## src/rtl/secret_accum_bank_if.sv

```systemverilog
// Bus bundle for secret_accum_bank: per-channel accumulator controls and data,
// plus the opaque passthrough lane.
interface secret_accum_bank_if #(
  parameter int CHANNELS   = 2,
  parameter int WIDTH      = 32,
  parameter int PASS_WIDTH = 129
);

  logic [CHANNELS*WIDTH-1:0] accum_in;
  logic [CHANNELS-1:0]       in_valid;
  logic [CHANNELS-1:0]       clear;
  logic [CHANNELS-1:0]       accum_bypass;
  logic [CHANNELS*WIDTH-1:0] accum_out;
  logic [CHANNELS*WIDTH-1:0] accum_bypass_out;
  logic [CHANNELS-1:0]       out_valid;
  logic [CHANNELS-1:0]       overflow;
  logic [PASS_WIDTH-1:0]     pass_in;
  logic [PASS_WIDTH-1:0]     pass_out;

  modport master (
    output accum_in, in_valid, clear, accum_bypass, pass_in,
    input  accum_out, accum_bypass_out, out_valid, overflow, pass_out
  );

  modport slave (
    input  accum_in, in_valid, clear, accum_bypass, pass_in,
    output accum_out, accum_bypass_out, out_valid, overflow, pass_out
  );

endinterface

```

## src/rtl/secret_accum_bank.sv

```systemverilog
// Bank of independent registered accumulators with bypass, wrap/saturate
// overflow handling and sticky flags, plus a fixed-latency passthrough lane.
module secret_accum_bank #(
  parameter int CHANNELS   = 2,
  parameter int WIDTH      = 32,
  parameter int SATURATE   = 0,
  parameter int PASS_WIDTH = 129,
  parameter int PASS_DEPTH = 1
) (
  input logic              clk,
  input logic              rst_n,
  secret_accum_bank_if.slave bus
);

  if (CHANNELS < 1 || CHANNELS > 16) begin : g_bad_channels
    $error("secret_accum_bank: CHANNELS must be 1..16");
  end
  if (WIDTH < 1 || WIDTH > 128) begin : g_bad_width
    $error("secret_accum_bank: WIDTH must be 1..128");
  end
  if (SATURATE != 0 && SATURATE != 1) begin : g_bad_saturate
    $error("secret_accum_bank: SATURATE must be 0 or 1");
  end
  if (PASS_WIDTH < 1 || PASS_WIDTH > 1024) begin : g_bad_pass_width
    $error("secret_accum_bank: PASS_WIDTH must be 1..1024");
  end
  if (PASS_DEPTH < 1 || PASS_DEPTH > 16) begin : g_bad_pass_depth
    $error("secret_accum_bank: PASS_DEPTH must be 1..16");
  end

  for (genvar c = 0; c < CHANNELS; c++) begin : g_chan
    logic [WIDTH-1:0] add_val;
    logic [WIDTH:0]   sum;
    logic [WIDTH-1:0] acc_q, acc_d;
    logic [WIDTH-1:0] byp_q, byp_d;
    logic             ov_q, ov_d;
    logic             val_q, val_d;

    assign add_val = bus.accum_in[c*WIDTH +: WIDTH];
    // The extra carry bit is the unsigned overflow indicator.
    assign sum = {1'b0, acc_q} + {1'b0, add_val};

    always_comb begin
      acc_d = acc_q;
      ov_d  = ov_q;
      val_d = 1'b0;
      byp_d = bus.accum_bypass[c] ? add_val : acc_q;
      if (bus.clear[c]) begin
        acc_d = '0;
        ov_d  = 1'b0;
        byp_d = '0;
      end else if (bus.in_valid[c]) begin
        if (sum[WIDTH]) begin
          ov_d  = 1'b1;
          acc_d = (SATURATE != 0) ? {WIDTH{1'b1}} : sum[WIDTH-1:0];
        end else begin
          acc_d = sum[WIDTH-1:0];
        end
        val_d = 1'b1;
        byp_d = bus.accum_bypass[c] ? add_val : acc_d;
      end
    end

    always_ff @(posedge clk or negedge rst_n) begin
      if (!rst_n) begin
        acc_q <= '0;
        byp_q <= '0;
        ov_q  <= 1'b0;
        val_q <= 1'b0;
      end else begin
        acc_q <= acc_d;
        byp_q <= byp_d;
        ov_q  <= ov_d;
        val_q <= val_d;
      end
    end

    assign bus.accum_out[c*WIDTH +: WIDTH]        = acc_q;
    assign bus.accum_bypass_out[c*WIDTH +: WIDTH] = byp_q;
    assign bus.overflow[c]                        = ov_q;
    assign bus.out_valid[c]                       = val_q;
  end

  logic [PASS_WIDTH-1:0] pass_q [PASS_DEPTH];

  // Free-running delay line; no enable so latency is always exactly PASS_DEPTH.
  always_ff @(posedge clk or negedge rst_n) begin
    if (!rst_n) begin
      for (int i = 0; i < PASS_DEPTH; i++) pass_q[i] <= '0;
    end else begin
      pass_q[0] <= bus.pass_in;
      for (int i = 1; i < PASS_DEPTH; i++) pass_q[i] <= pass_q[i-1];
    end
  end

  assign bus.pass_out = pass_q[PASS_DEPTH-1];

endmodule

```

## src/flat_wrapper.sv

```systemverilog
// flat-port wrapper written by rule: the top's interface ports become plain ports
module secret_accum_bank_flat 
#(
  parameter int CHANNELS   = 2,
  parameter int WIDTH      = 32,
  parameter int SATURATE   = 0,
  parameter int PASS_WIDTH = 129,
  parameter int PASS_DEPTH = 1
)
  (clk, rst_n, bus_accum_in, bus_in_valid, bus_clear, bus_accum_bypass, bus_pass_in, bus_accum_out, bus_accum_bypass_out, bus_out_valid, bus_overflow, bus_pass_out);
  secret_accum_bank_if #(.CHANNELS(CHANNELS), .WIDTH(WIDTH), .PASS_WIDTH(PASS_WIDTH)) bus_i ();
  input logic clk;
  input logic rst_n;
  input wire logic [$bits(bus_i.accum_in)-1:0] bus_accum_in;
  input wire logic [$bits(bus_i.in_valid)-1:0] bus_in_valid;
  input wire logic [$bits(bus_i.clear)-1:0] bus_clear;
  input wire logic [$bits(bus_i.accum_bypass)-1:0] bus_accum_bypass;
  input wire logic [$bits(bus_i.pass_in)-1:0] bus_pass_in;
  output wire logic [$bits(bus_i.accum_out)-1:0] bus_accum_out;
  output wire logic [$bits(bus_i.accum_bypass_out)-1:0] bus_accum_bypass_out;
  output wire logic [$bits(bus_i.out_valid)-1:0] bus_out_valid;
  output wire logic [$bits(bus_i.overflow)-1:0] bus_overflow;
  output wire logic [$bits(bus_i.pass_out)-1:0] bus_pass_out;
  assign bus_i.accum_in = bus_accum_in;
  assign bus_i.in_valid = bus_in_valid;
  assign bus_i.clear = bus_clear;
  assign bus_i.accum_bypass = bus_accum_bypass;
  assign bus_i.pass_in = bus_pass_in;
  assign bus_accum_out = bus_i.accum_out;
  assign bus_accum_bypass_out = bus_i.accum_bypass_out;
  assign bus_out_valid = bus_i.out_valid;
  assign bus_overflow = bus_i.overflow;
  assign bus_pass_out = bus_i.pass_out;
  secret_accum_bank #(.CHANNELS(CHANNELS), .WIDTH(WIDTH), .SATURATE(SATURATE), .PASS_WIDTH(PASS_WIDTH), .PASS_DEPTH(PASS_DEPTH)) u_core (.clk(clk), .rst_n(rst_n), .bus(bus_i));
endmodule
```

## config.mk

```make
export PLATFORM = sky130hd
export DESIGN_NAME = secret_accum_bank_flat
export DESIGN_NICKNAME = d
export VERILOG_FILES = /design/src/rtl/secret_accum_bank_if.sv /design/src/rtl/secret_accum_bank.sv /design/src/flat_wrapper.sv
export SDC_FILE = /design/constraint.sdc
export NUM_CORES = 1
export LEC_CHECK = 0
export CAP_MARGIN = 20
export CELL_PAD_IN_SITES_DETAIL_PLACEMENT = 0
export CELL_PAD_IN_SITES_GLOBAL_PLACEMENT = 1
export CORE_UTILIZATION = 36
export DETAILED_ROUTE_END_ITERATION = 6
export GPL_ROUTABILITY_DRIVEN = 0
export PLACE_DENSITY = 0.86
export SLEW_MARGIN = 10
export SYNTH_ARGS = -nofsm -noshare
export SYNTH_HDL_FRONTEND = slang
export SYNTH_SLANG_ARGS = --single-unit
```

## constraint.sdc

```tcl
create_clock -name clk -period 4.67 [get_ports clk]
set_input_delay 0.467 -clock clk [delete_from_list [all_inputs] [get_ports clk]]
set_output_delay 0.467 -clock clk [all_outputs]
set_load 0.1 [all_outputs]
```

==> impl_metrics.csv <==
group,metric,value,unit
routing,ant_nets,0,
finish,drive_gt1_share,5.86,%
finish,fin_nets,1847,
grt,grt_pass1_wl,57500,um
yosys,synth_most_common_cell,"dfrtp_1",
setup_path,critPathBufInv,2,
routing,firstDrtPassIters,5,
grt,grt_start_max_net_pins,110,
clock_network,cts_root_buf,"clkbuf_16",
setup_path,crit_path_max_incr_delay,0.49,ns
setup_path,critPathKind,"primary input to flop",
yosys,synth_warnings,0,
yosys,yosys_register_bits,261,
yosys,syn_inst,1128,
setup_path,r2r-end,"u_core.g_chan[1].byp_q[28]$_DFF_PN0_",
pwr,peakVddDrop,0.375,mV
placement,dpl-instance-area,17000,um2
yosys,synth_top_cell_area_share,54.6,%
routing,wl_per_cell,18.0,um
setup_path,crit_path_end_kind,"flop",
setup_path,slowest_stage,"clkdlybuf4s50_1",
clock_network,insertion_delay,0.56,ns
sta,post-route-min-period,3.15,ns
yosys,synth_seq_area_share,54.6,%
setup_path,reg2reg_slack,1.53,ns
yosys,syn_avg_cell_area,10.6,um2
sta,finalCritPeriodShare,67.5,%
die,initial_core_util,36.7,%
min_path,holdPathStages,1,
sta,tightest_slew,1.15,ns
die,die-area,34000,um2
sta,setup_viol,0,
status,status,"finished, final reports clean",
sta,maxSlewViolCount,0,
finish,final_util,55.4,%
min_path,hp-class,"primary input to flop",
yosys,ys_top_cells_by_count,"dfrtp_1 (261), nor2_1 (177), a21oi_1 (88), nand2_1 (78), ha_1 (64)",
clock_network,cts_hold_buf,1,
finish,syn_to_final_growth,51.0,%
setup_path,critical_path_required,5.11,ns
clock_network,numCtsBuffers,31,
clock_network,path_clk_slew,0.06,ns
grt,grt_overflow_total,0,
clock_network,post-cts-setup-buffer-count,0,
yosys,ys_async_sr_fraction,100,%
clock_network,cts-resized-gates,0,
grt,track_usage,21.6,%
routing,num_vias,10200,
die,core.rowCount,66,
setup_path,path_max_fanout,3,
grt,grt_pass1_vias,10700,
sta,finalHoldViolations,0,
setup_path,r2r_start,"u_core.g_chan[1].acc_q[0]$_DFFE_PN0P_",
die,io_pins,462,
setup_path,rr_worst_depth,12,
clock_network,cts_tree,"built",
setup_path,crit_chain,"clkdlybuf4s50_1, ha_1, inv_1, fa_1, and2b_1, o2111ai_1, a311oi_2, or2_4, a31oi_4, o31ai_4, a211oi_2, xor2_1, a2111oi_2",
setup_path,crit_arrival,3.59,ns
finish,final_area,18100,um2
sta,rsz0062_at_grt,"false",
yosys,synth-main-ff-cell,"dfrtp_1",
pwr,p_leak,7.96,nW
yosys,yosysTopAreaCell,"dfrtp_1",
routing,vias_per_cell,5.00,
grt,antenna_found_initial,5,
routing,wirelength,36800,um
sta,max_freq,317,MHz
yosys,synth_fp_nets,1395,
min_path,min_to,"u_core.bus.pass_out[69]$_DFF_PN0_",
sta,fin_tns_setup,0,ns
clock_network,cts_htree_levels,1,
routing,drc,0,
placement,io_buffers,461,
run,maxCapViolCount,0,
setup_path,startpoint_type,"primary input",
die,die_x,184,um
yosys,yosys.cell_types.count,75,
yosys,syn_area,12000,um2
sta,slew_headroom,22.9,%
placement,dp_hpwl,27700,um
yosys,synth_edf_count,0,
sta,fin_skew,0.00705,ns
clock_network,cts_buffer_depth,3,
finish,fill_cells,2803,
clock_network,cts.sinks,261,
setup_path,critPathTopFamily,"compound AO/OA/AOI/OAI gates",
routing,drtIter0Drc,424,
min_path,hp-start,"bus_pass_in[69]",
die,die_h,184,um
die,core-area,32600,um2
pwr,p_per_area,473,nW/um2
yosys,synth_area_leaders,"dfrtp_1 (55%), ha_1 (6.7%), nor2_1 (5.6%)",
==> sequential cells by signal (all words and copies together) (netlist names) <==
name / cells
u_core.g_chan.ov_q: 2
u_core.g_chan.val_q: 2
u_core.g_chan.byp_q: 64
u_core.g_chan.acc_q: 64
u_core.bus.pass_out: 129
==> worst reg2reg max path, delay by kind of cell (launching register included) <==
kind,cells,cell delay (ns)
XOR/XNOR,1,0.18
buffers and inverters,1,0.07
adder cells (fa/ha/maj),2,0.59
flip-flops,1,0.38
AO/OA/AOI/OAI,6,1.38
AND/OR/NAND/NOR,2,0.43
==> cell usage in the layout, fill, tap and decap left out, types with 12 or more instances in the layout <==
cell type and count:
nand2_1 78, clkdlybuf4s50_1 457, nor2_1 177, a211oi_1 38, o21ai_0 33, o21ai_1 16, mux2i_1 33, dfrtp_1 261
nand3_1 20, a21oi_1 88, inv_1 23, nor2b_1 12, xnor2_1 32, xor2_1 17, nor3_1 23, a21o_1 21
a31oi_1 13, ha_1 64, clkbuf_16 31
==> layout make-up <==
type | count | area (um2) | area share (%)
antenna | 3 | 7.51 | 0.0415
tap | 442 | 553 | 3.06
clock buffer | 45 | 918 | 5.08
timing repair buffer | 472 | 4700 | 26.0
sequential | 261 | 6530 | 36.1
inverter | 26 | 97.6 | 0.540
clock inverter | 11 | 148 | 0.817
multi-input combinational | 788 | 5110 | 28.3
==> how the worst max path moves through the flow <==
stage | startpoint | end | slack (ns) | depth (start not counted)
5_1_grt | u_core.g_chan[1].acc_q[0]$_DFFE_PN0P_ | u_core.g_chan[1].byp_q[28]$_DFF_PN0_ | 1.29 | 12
3_3_place_gp | bus_accum_in[32] | u_core.g_chan[1].byp_q[28]$_DFF_PN0_ | 1.02 | 13
6_report | bus_accum_in[32] | u_core.g_chan[1].byp_q[28]$_DFF_PN0_ | 1.52 | 13
3_5_place_dp | bus_accum_in[32] | u_core.g_chan[1].byp_q[28]$_DFF_PN0_ | 0.98 | 13
2_1_floorplan | u_core.g_chan[1].acc_q[0]$_DFFE_PN0P_ | u_core.g_chan[1].byp_q[28]$_DFF_PN0_ | 1.14 | 12
4_1_cts | u_core.g_chan[1].acc_q[0]$_DFFE_PN0P_ | u_core.g_chan[1].byp_q[28]$_DFF_PN0_ | 1.53 | 12
==> where the power goes <==
group | internal [W] | leakage (nW) | switching, W
Sequential | 0.00246 | 3.24 | 0.000125
Clock | 0.00152 | 0.524 | 0.000954
Combinational | 0.000993 | 4.20 | 0.00248
Total | 0.00498 | 7.96 | 0.00356
==> kinds of logic after synthesis <==
family | share of synthesized area [%]
and+or+nand+nor | 12.9
AOI/OAI and AO/OA | 16.2
DFF | 54.6
buffers and inverters | 2.68
adders and majority gates | 7.03
xor gates and xnor gates | 3.59
muxes | 3.04
==> metrics by stage <==
stage	power, W	setup WS (ns)	hold WS [ns]	cells
final	0.00854	1.52	0.340	2048
after global routing	0.00893	1.29	0.317	2046
after CTS	0.00863	1.53	0.314	2045
after detailed placement	0.00609	0.982	0.542	1988
after global placement	0.00608	1.02	0.535	1988
after floorplan	0.00514	1.14	0.171	1128
==> routing by layer <==
layer	track usage [%]	part of all wire, %	up-vias
met5	0	0.057	-
met1	24.7	39	4913
li1	-	-	4875
met3	6.74	8.9	62
met4	7.60	2.8	4
met2	37.8	49	393
Power figures use the tool's default switching activity.
